`src/rtl/gray_pkg.sv`:
```
// Shared types and helpers for the Gray-code receive path: tracker states,
// default widths and a width-generic Gray->binary decode function.
package gray_pkg;

  localparam int          MAX_W          = 32;
  localparam int unsigned GRAY_WIDTH_DEF = 4;
  localparam int unsigned POS_W_DEF      = 16;

  typedef enum logic [0:0] {
    ST_INIT,
    ST_TRACK
  } state_e;

  // Prefix-XOR of the code: b[i] = ^g[W-1:i]; bits at or above width are ignored.
  function automatic logic [MAX_W-1:0] gray2bin(input logic [MAX_W-1:0] g,
                                                input int unsigned       width);
    logic [MAX_W-1:0] gm;
    logic [MAX_W-1:0] b;
    gm = '0;
    for (int i = 0; i < MAX_W; i++) begin
      if (i < int'(width)) gm[i] = g[i];
    end
    b = gm;
    for (int s = 1; s < MAX_W; s++) begin
      b = b ^ (gm >> s);
    end
    return b;
  endfunction

endpackage

```
`src/rtl/gray2dcba_comb.sv`:
```
// Pure combinational Gray -> binary (DCBA) decoder used by the tracker's second stage.
module gray2dcba_comb
  import gray_pkg::*;
#(
  parameter int unsigned WIDTH = GRAY_WIDTH_DEF
) (
  input  logic [WIDTH-1:0] gray_i,
  output logic [WIDTH-1:0] bin_o
);

  logic [MAX_W-1:0] bin_full;

  always_comb begin
    bin_full = gray2bin(MAX_W'(gray_i), WIDTH);
    bin_o    = bin_full[WIDTH-1:0];
  end

endmodule

```
`src/rtl/gray2dcba_tracker.sv`:
```
// Samples a Gray code, decodes it to binary and tracks +1/-1 steps into a wrapping position.
// Optional saturating step-error counter when GRAY_ERRCNT_EN is defined.
module gray2dcba_tracker
  import gray_pkg::*;
#(
  parameter int unsigned WIDTH = GRAY_WIDTH_DEF,
  parameter int unsigned POS_W = POS_W_DEF
) (
  input  logic             clk,
  input  logic             rst_n,
  input  logic             clear,
  input  logic             in_valid,
  input  logic [WIDTH-1:0] gray_in,
  output logic             out_valid,
  output logic [WIDTH-1:0] bin_out,
  output logic             dir_up,
  output logic             dir_dn,
  output logic             step_err,
  output logic [POS_W-1:0] position
`ifdef GRAY_ERRCNT_EN
  ,
  output logic [7:0]       err_count
`endif
);

  logic [WIDTH-1:0] g_q, g_d;
  logic             v1_q;
  logic [WIDTH-1:0] bin_new;
  logic [WIDTH-1:0] delta;

  logic             out_valid_q, out_valid_d;
  logic [WIDTH-1:0] bin_q, bin_d;
  logic [WIDTH-1:0] prev_q, prev_d;
  logic             up_q, up_d;
  logic             dn_q, dn_d;
  logic             err_q, err_d;
  logic [POS_W-1:0] pos_q, pos_d;
  state_e           state_q, state_d;

  gray2dcba_comb #(
    .WIDTH (WIDTH)
  ) u_dec (
    .gray_i (g_q),
    .bin_o  (bin_new)
  );

  assign g_d   = in_valid ? gray_in : g_q;
  assign delta = bin_new - prev_q;

  always_comb begin
    out_valid_d = v1_q;
    bin_d       = bin_q;
    prev_d      = prev_q;
    state_d     = state_q;
    pos_d       = pos_q;
    up_d        = 1'b0;
    dn_d        = 1'b0;
    err_d       = 1'b0;
    if (v1_q) begin
      bin_d  = bin_new;
      prev_d = bin_new;
      if (state_q == ST_INIT) begin
        state_d = ST_TRACK;
      // +1 is tested first so that a 1-bit code reports any change as up.
      end else if (delta == WIDTH'(1)) begin
        up_d  = 1'b1;
        pos_d = pos_q + POS_W'(1);
      end else if (delta == '1) begin
        dn_d  = 1'b1;
        pos_d = pos_q - POS_W'(1);
      end else if (delta != '0) begin
        err_d = 1'b1;
      end
    end
    // Clear still lets the stage-2 sample land in bin_out/prev but drops its flags.
    if (clear) begin
      up_d    = 1'b0;
      dn_d    = 1'b0;
      err_d   = 1'b0;
      pos_d   = '0;
      state_d = ST_INIT;
    end
  end

  always_ff @(posedge clk or negedge rst_n) begin
    if (!rst_n) begin
      g_q         <= '0;
      v1_q        <= 1'b0;
      out_valid_q <= 1'b0;
      bin_q       <= '0;
      prev_q      <= '0;
      up_q        <= 1'b0;
      dn_q        <= 1'b0;
      err_q       <= 1'b0;
      pos_q       <= '0;
      state_q     <= ST_INIT;
    end else begin
      g_q         <= g_d;
      v1_q        <= in_valid;
      out_valid_q <= out_valid_d;
      bin_q       <= bin_d;
      prev_q      <= prev_d;
      up_q        <= up_d;
      dn_q        <= dn_d;
      err_q       <= err_d;
      pos_q       <= pos_d;
      state_q     <= state_d;
    end
  end

  assign out_valid = out_valid_q;
  assign bin_out   = bin_q;
  assign dir_up    = up_q;
  assign dir_dn    = dn_q;
  assign step_err  = err_q;
  assign position  = pos_q;

`ifdef GRAY_ERRCNT_EN
  logic [7:0] ecnt_q, ecnt_d;

  always_comb begin
    ecnt_d = ecnt_q;
    if (clear) begin
      ecnt_d = '0;
    end else if (err_d && (ecnt_q != 8'hFF)) begin
      ecnt_d = ecnt_q + 8'd1;
    end
  end

  always_ff @(posedge clk or negedge rst_n) begin
    if (!rst_n) begin
      ecnt_q <= '0;
    end else begin
      ecnt_q <= ecnt_d;
    end
  end

  assign err_count = ecnt_q;
`endif

endmodule
```
`config.mk`:
```
export PLATFORM = sky130hd
export DESIGN_NAME = gray2dcba_tracker
export DESIGN_NICKNAME = d
export VERILOG_FILES = /design/src/rtl/gray_pkg.sv /design/src/rtl/gray2dcba_comb.sv /design/src/rtl/gray2dcba_tracker.sv
export SDC_FILE = /design/constraint.sdc
export NUM_CORES = 1
export LEC_CHECK = 0
export CAP_MARGIN = 20
export CORE_UTILIZATION = 53
export DETAILED_ROUTE_END_ITERATION = 7
export GPL_TIMING_DRIVEN = 0
export PLACE_DENSITY_LB_ADDON = 0.1
export SYNTH_ARGS = -nofsm -noshare
export SYNTH_HDL_FRONTEND = slang
export SYNTH_SLANG_ARGS = --single-unit
```
`constraint.sdc`:
```
create_clock -name clk -period 5.4 [get_ports clk]
set_input_delay 1.35 -clock clk [delete_from_list [all_inputs] [get_ports clk]]
set_output_delay 1.35 -clock clk [all_outputs]
set_load 0.02 [all_outputs]
```
==> results.md, run 1 <==
* Global-route wire length before repair at 6.900 mm
* Dpl ws at 0.7314 ns
* CP Capture Type: flop
* Relative slew slack at 0.5398
* FFs w/ async S/R, synth at 1.000
* Total number of H-tree levels at 2
* CTS root buffer: clkbuf_8
* PortBufs at 31
* Top cells by count, synth: dfrtp_1 (30), ha_1 (20), a21oi_1 (17)
* Met3 wire length at 164 um
* Initial antenna violation count at 0
* Compound-Gate Fraction of Synth Area at 0.2365
* RSZ-0062 raised after global routing: false
* Antenna diodes at 0
* Cells after DPL at 267
* Mux contribution to synthesized area at 0.04514
* Peak supply drop at 314.5 uV
* Via density at 5.788
* Avg Inst Size Synth at 10.41 um^2
* Top Family by Delay on Critical Path: compound AO/OA/AOI/OAI gates
* Max Cap Viol at 0
* Netlist cell types at 41
* WP buf/inv at 0
* Total core area at 3442 um^2
* DRT antenna net count at 0
* Critical path, cell by cell: xnor2_1 > xnor2_1 > xnor2_1 > ha_1 > fa_1 > xor2_1 > nand2_1 > or4_4 > ha_1 > a21o_1 > a21o_1 > a211oi_1 > a41oi_1 > xor2_1 > a22o_1
* Max Transition Viols Final at 0
* Total track usage at 0.2220
* Final Hold Vio Count at 0
* Cell count after synthesis at 189
* Fmax at 212.5 MHz
* Clock transition at path regs at 0.07 ns
* R2R Path Start: g_q[3]
* Worst path slowest cell: or4_4
* Critical Path Max Stage Delay at 0.58 ns
* Seq cells post-synth at 30
* Total gr overflow at 0
* Proportion of layout cells with a drive suffix above 1 at 0.1013
* Area growth, synth to finish at 24.28%
* Syn Std Cell Area at 1968 um^2
* Num ports at 32
* Largest net degree at the start of global routing at 22
* Nets at 258
* Hold/Removal Path Class: flop to flop
* Pwr Density at 497.2 nW/um^2
* Post-CTS resize count at 0
* Die area at 3961 um^2
* Gpl congestion at 0.8983
* CP arrival at 4.87 ns
* Origin of the worst setup path: g_q[3]
* Most common cell on crit path: xnor2_1
* Largest family of logic cells by synthesized area: compound AO/OA/AOI/OAI gates
* Synth Area in Adders at 0.1475
* TNS Setup at 0 ns
* Post-Route WL at 3.983 mm
* Post-synth EDFFs at 0
* Post-Synth Simple-Gate Area at 0.09599
* Share of the synthesized area in the top cell type at 0.3814
* WP data required at 5.57 ns
* Top FF cell, synth: dfrtp_1
* Starting DRC count in detailed routing at 64
* Top routing layer used: met4
* Slack of the critical path at 0.6933 ns
* WL met2 at 2.072 mm
* Critical Path Start Type: flop
* Clock Tree Buf Depth at 2
* Placed cell area at 2364 um^2
* Count leader, synth: dfrtp_1
* Hold_sp: out_valid_d
* Yosys warnings at 0
* Pre-antenna DRT Iters at 4
* Core Util, Final at 0.7107
* Die span in x at 62.94 um
* Leading area contributor after synthesis: dfrtp_1
* Routed length on met1 at 1.684 mm
* Worst-skew pair later-pin latency at 0.28 ns
* FP Rows at 21
* Hold Buf Count CTS at 0
* Skew final at 0.008859 ns
* Period Utilization, post-route at 0.8716
* Postcts setup bufs at 0
* Drt wl/cell at 14.59 um
* CTS Sinks at 30
* Number of buffers created by CTS at 5
* Register area share after synthesis at 0.3814
* Syn_nets at 219
* Worst-path maximum fanout at 21
* Leak Pwr at 1.128 nW
* Final instance area at 2446 um^2
* Via count at 1,580
* Post-Synth XOR/XNOR Area at 0.07120
* Minimum clock period at 4.707 ns
* Status: completed
* Fin cells at 273
* CTS tree: built
* Worst setup path class: flop to flop
* DRC violations left at 0
* Top cells by area, synth: dfrtp_1 (38%), ha_1 (13%), a22o_1 (5.3%), a21oi_1 (4.3%), mux2_2 (4.0%)
* Final setup vio count at 0
* Die height at 62.94 um
* Worst Tran Pin Value at 0.6882 ns
* DP HPWL at 3.006 mm
* Initial core utilization at 0.5718
* Vias in the first global route at 1,657
[sequential cells by signal, summed over array words and instances, names as in the netlist]
name         flops
g_q              4
state_q          1
out_valid_d      1
dir_up           1
position        16
step_err         1
out_valid        1
dir_dn           1
prev_q           4
[power breakdown]
part | switching, mW | internal, mW | leakage [nW] | total [mW]
clock network | 0.0792 | 0.0981 | 0.0431 | 0.177
registers | 0.0257 | 0.253 | 0.393 | 0.279
logic | 0.424 | 0.337 | 0.692 | 0.761
total | 0.529 | 0.687 | 1.13 | 1.22
[worst reg2reg max path, cell delays in order, from the launching register on]
cell      delay, ns
dfrtp_1        0.42
xnor2_1        0.31
xnor2_1        0.26
xnor2_1        0.15
ha_1           0.23
fa_1           0.38
xor2_1         0.21
nand2_1        0.09
or4_4          0.58
ha_1           0.38
a21o_1         0.20
a21o_1         0.18
a211oi_1       0.57
a41oi_1        0.24
xor2_1         0.20
a22o_1         0.21
[logic make-up (layout without fill, tap and decap cells)]
family | Yosys count | after routing
muxes | 8 | 8
AOI/OAI and AO/OA | 66 | 66
xor gates and xnor gates | 16 | 16
DFF | 30 | 30
and+or+nand+nor | 38 | 38
adders and majority gates | 22 | 22
buffers and inverters | 9 | 47
[worst paths after layout]
check	endpoint	slack [ns]	cells past startpoint
max in group asynchronous	g_q[0]	3.38	2
worst min-delay path	out_valid	0.38	0
worst max-delay path	position[14]	0.69	15
min in group asynchronous	position[8]	1.49	1
worst min register to register	out_valid	0.38	0
worst max register to register	position[14]	0.69	15
[layout by cell type, fill, tap and decap left out, drive strengths merged, types with 6 or more instances in the layout]
cell,synthesis,routed
clkdlybuf4s50,0,31
a22o,12,12
a21oi,17,17
dfrtp,30,30
o21ai,13,13
nand2,10,10
nor2,12,12
xnor2,9,9
inv,6,6
mux2,7,7
ha,20,20
a21o,7,7
clkbuf,0,6
xor2,7,7
[metrics by stage]
stage	power, mW	hold WS, ns
6_report	1.216	0.3799
5_1_grt	1.322	0.4006
4_1_cts	1.220	0.3755
3_5_place_dp	1.034	0.3622
3_3_place_gp	1.007	0.3538
2_1_floorplan	0.8603	0.3487
[per-layer routing]
metal	vias up	track usage
li1	773	-
met1	760	0.2433
met2	38	0.4019
met3	9	0.03650
met4	0	0.1221
met5	-	0
[cell type report]
cell class,count,area (um^2)
Buffer,3,21.27
Clock buffer,6,82.58
Fill cell,260,996.0
Inverter,6,22.52
Multi-Input combinational cell,150,1174
Sequential cell,30,750.7
Tap cell,46,57.56
Timing Repair Buffer,32,337.8
Note: power is estimated with default switching activity, not from simulation.
==> inputs of run 2 (changes only) <==
--- a/config.mk
+++ b/config.mk
@@ -5,9 +5,10 @@
 export SDC_FILE = /design/constraint.sdc
 export NUM_CORES = 1
 export LEC_CHECK = 0
-export CAP_MARGIN = 20
+export CAP_MARGIN = 40
 export CORE_UTILIZATION = 53
 export DETAILED_ROUTE_END_ITERATION = 7
+export GPL_ROUTABILITY_DRIVEN = 0
 export GPL_TIMING_DRIVEN = 0
 export PLACE_DENSITY_LB_ADDON = 0.1
 export SYNTH_ARGS = -nofsm -noshare
==> results of run 2 <==
The final DEF is identical to that of run 1; final timing and power are the same.
==> inputs of run 3 (changes only) <==
--- a/config.mk
+++ b/config.mk
@@ -6,10 +6,12 @@
 export NUM_CORES = 1
 export LEC_CHECK = 0
 export CAP_MARGIN = 40
-export CORE_UTILIZATION = 53
+export CORE_MARGIN = 5
+export CORE_UTILIZATION = 57
 export DETAILED_ROUTE_END_ITERATION = 7
 export GPL_ROUTABILITY_DRIVEN = 0
 export GPL_TIMING_DRIVEN = 0
+export MAX_ROUTING_LAYER = met4
 export PLACE_DENSITY_LB_ADDON = 0.1
 export SYNTH_ARGS = -nofsm -noshare
 export SYNTH_HDL_FRONTEND = slang
==> constraint.sdc (replaced) <==
create_clock -name clk -period 5.45 [get_ports clk]
set_input_delay 1.3625 -clock clk [delete_from_list [all_inputs] [get_ports clk]]
set_output_delay 1.3625 -clock clk [all_outputs]
set_load 0.02 [all_outputs]
==> results.md, run 3 (same netlist as run 1, synthesis figures left out) <==
* Status: completed
* Switch Pwr at 0.5273 mW (-0.30%)
* Proportion of layout cells with a drive suffix above 1 at 0.1048 (+0.003482)
* Most common cell after layout, fill and taps aside: clkdlybuf4s50_1
* Total number of H-tree levels at 2 (unchanged)
* Antenna diodes at 0 (unchanged)
* Area of the multi-input gates at 1174 um^2 (unchanged)
* Slack of the critical path at 0.6556 ns (-0.03775 ns)
* Hold/Removal Path Class: flop to flop
* Nets at 258 (unchanged)
* Die area at 4728 um^2 (+19%)
* Vias in the first global route at 1,655 (-0.12%)
* Num ports at 32 (unchanged)
* Critical Path Max Stage Delay at 0.60 ns (+0.02 ns)
* Clock power frac at 0.121 (-0.025)
* CTS root buffer: clkbuf_4
* TNS Setup at 0 ns (unchanged)
* Top Family by Delay on Critical Path: compound AO/OA/AOI/OAI gates
* Die height at 68.76 um (+9.2%)
* RSZ-0062 raised after global routing: false
* Pwr Density at 484.0 nW/um^2 (-2.7%)
* Clock Tree Buf Depth at 2 (unchanged)
* CP arrival at 5.03 ns (+0.16 ns)
* Initial antenna violation count at 0 (unchanged)
* Pint at 0.6458 mW (-6.1%)
* Cells on worst reg2reg path at 15 (unchanged)
* R2R Path Start: g_q[3]
* Largest net degree at the start of global routing at 22 (unchanged)
* Die span in x at 68.76 um (+9.2%)
* Peak supply drop at 326.6 uV (+3.9%)
* Max Transition Viols Final at 0 (unchanged)
* DRC violations left at 0 (unchanged)
* Worst Tran Pin Value at 0.8025 ns (+0.1143 ns)
* Final setup vio count at 0 (unchanged)
* Critical path, cell by cell: xnor2_1 > xnor2_1 > xnor2_1 > ha_1 > fa_1 > xor2_1 > nand2_1 > or4_4 > ha_1 > a21o_1 > a21o_1 > a211oi_1 > a41oi_1 > xor2_1 > a22o_1
* Critical path depth at 15 (unchanged)
* Starting DRC count in detailed routing at 99 (+55%)
* Worst path slowest cell: a211oi_1
* Initial core utilization at 0.5898 (+0.01801)
* Worst-skew pair later-pin latency at 0.33 ns (+0.05 ns)
* CP Capture Type: flop
* Number of buffers created by CTS at 5 (unchanged)
* CTS Sinks at 30 (unchanged)
* WP buf/inv at 0 (unchanged)
* Dpl ws at 0.6920 ns (-0.03938 ns)
* Max Cap Viol at 0 (unchanged)
* CTS tree: built
* Minimum clock period at 4.794 ns (+0.08775 ns)
* Hold Buf Count CTS at 0 (unchanged)
* Flop-to-flop setup slack at 0.66 ns (-0.04 ns)
* Area growth, synth to finish at 23.14%
* Worst Setup EP: position[14]
* Clock transition at path regs at 0.11 ns (+0.04 ns)
* Leak Pwr at 1.120 nW (-0.70%)
* Worst r2r dst: position[14]
* Pre-antenna DRT Iters at 4 (unchanged)
* Hold_sp: out_valid_d
* Period Utilization, post-route at 0.8797 (+0.008105)
* PortBufs at 31 (unchanged)
* Max reg flops at 16 (unchanged)
* WP data required at 5.68 ns (+0.11 ns)
* Worst-path maximum fanout at 21 (unchanged)
* Worst setup path class: flop to flop
* DRT antenna net count at 0 (unchanged)
* Fillcell total at 259 (-0.38%)
* Fmax at 208.6 MHz (-1.8%)
* Post-Route WL at 4.125 mm (+3.6%)
* Total gr overflow at 0 (unchanged)
* Critical Path Start Type: flop
* Power share of the combinational group at 0.644 (+0.019)
* Via count at 1,608 (+1.8%)
* Most frequent cells in the layout: clkdlybuf4s50_1 (31), dfrtp_1 (30), ha_1 (20)
* Relative slew slack at 0.4633 (-0.07645)
* Via density at 5.847 (+1.0%)
* Storage cell area at 750.7 um^2 (unchanged)
* Total core area at 3337 um^2 (-3.1%)
* Post-CTS resize count at 0 (unchanged)
* Sequential share of power at 0.235 (+0.006)
* Drt wl/cell at 15.00 um (+2.8%)
* Postcts setup bufs at 0 (unchanged)
* Most common cell on crit path: xnor2_1
* Global-route wire length before repair at 7.231 mm (+4.8%)
* Total track usage at 0.2123 (-0.009747)
* FP Rows at 21 (unchanged)
* Origin of the worst setup path: g_q[3]
* DP HPWL at 3.192 mm (+6.2%)
* Net Sw Frac at 0.4495 (+0.01466)
* Skew final at 0.01389 ns (+0.005029 ns)
* Final Hold Vio Count at 0 (unchanged)
-- run 3: worst min path at each step --
stage | to | slack, ns | cells past startpoint
after detailed placement | out_valid | 0.36 | 0
final | out_valid | 0.38 | 0
after CTS | out_valid | 0.38 | 0
after global routing | out_valid | 0.40 | 0
after floorplan | out_valid | 0.35 | 0
after global placement | out_valid | 0.35 | 0
-- run 3: metrics by stage --
stage,cell area (um^2),util,cells,hold slack (ns),power [mW]
2_1_floorplan,1968,-,189,0.3487,0.8524
6_report,2424,0.7263,275,0.3773,1.173
3_3_place_gp,2336,0.7000,266,0.3547,0.9989
3_5_place_dp,2364,0.7083,267,0.3615,1.029
5_1_grt,2424,0.7263,275,0.4004,1.291
4_1_cts,2424,0.7263,275,0.3827,1.174
-- run 3: cell type report --
type / instances / area share
inverter: 6 / 0.009293
timing repair buffer: 32 / 0.1394
tap: 46 / 0.02375
clock inverter: 1 / 0.002065
sequential: 30 / 0.3098
clock buffer: 7 / 0.02272
multi-input combinational: 150 / 0.4843
buffer: 3 / 0.008776
-- run 3: routing by layer --
layer | part of all wire | track usage | vias up
met3 | 0.032 | 0.03566 | 11
met2 | 0.52 | 0.3683 | 30
li1 | - | - | 789
met1 | 0.42 | 0.2372 | 778
met5 | 0 | - | -
met4 | 0.023 | 0.09976 | 0
-- run 3: power by group through the flow --
stage | logic (mW) | clock network, mW | registers (mW)
finish | 0.756 | 0.142 | 0.276
global placement | 0.721 | 0 | 0.278
CTS | 0.753 | 0.145 | 0.276
global route | 0.855 | 0.156 | 0.281
detailed placement | 0.749 | 0 | 0.280
floorplan | 0.547 | 0 | 0.306
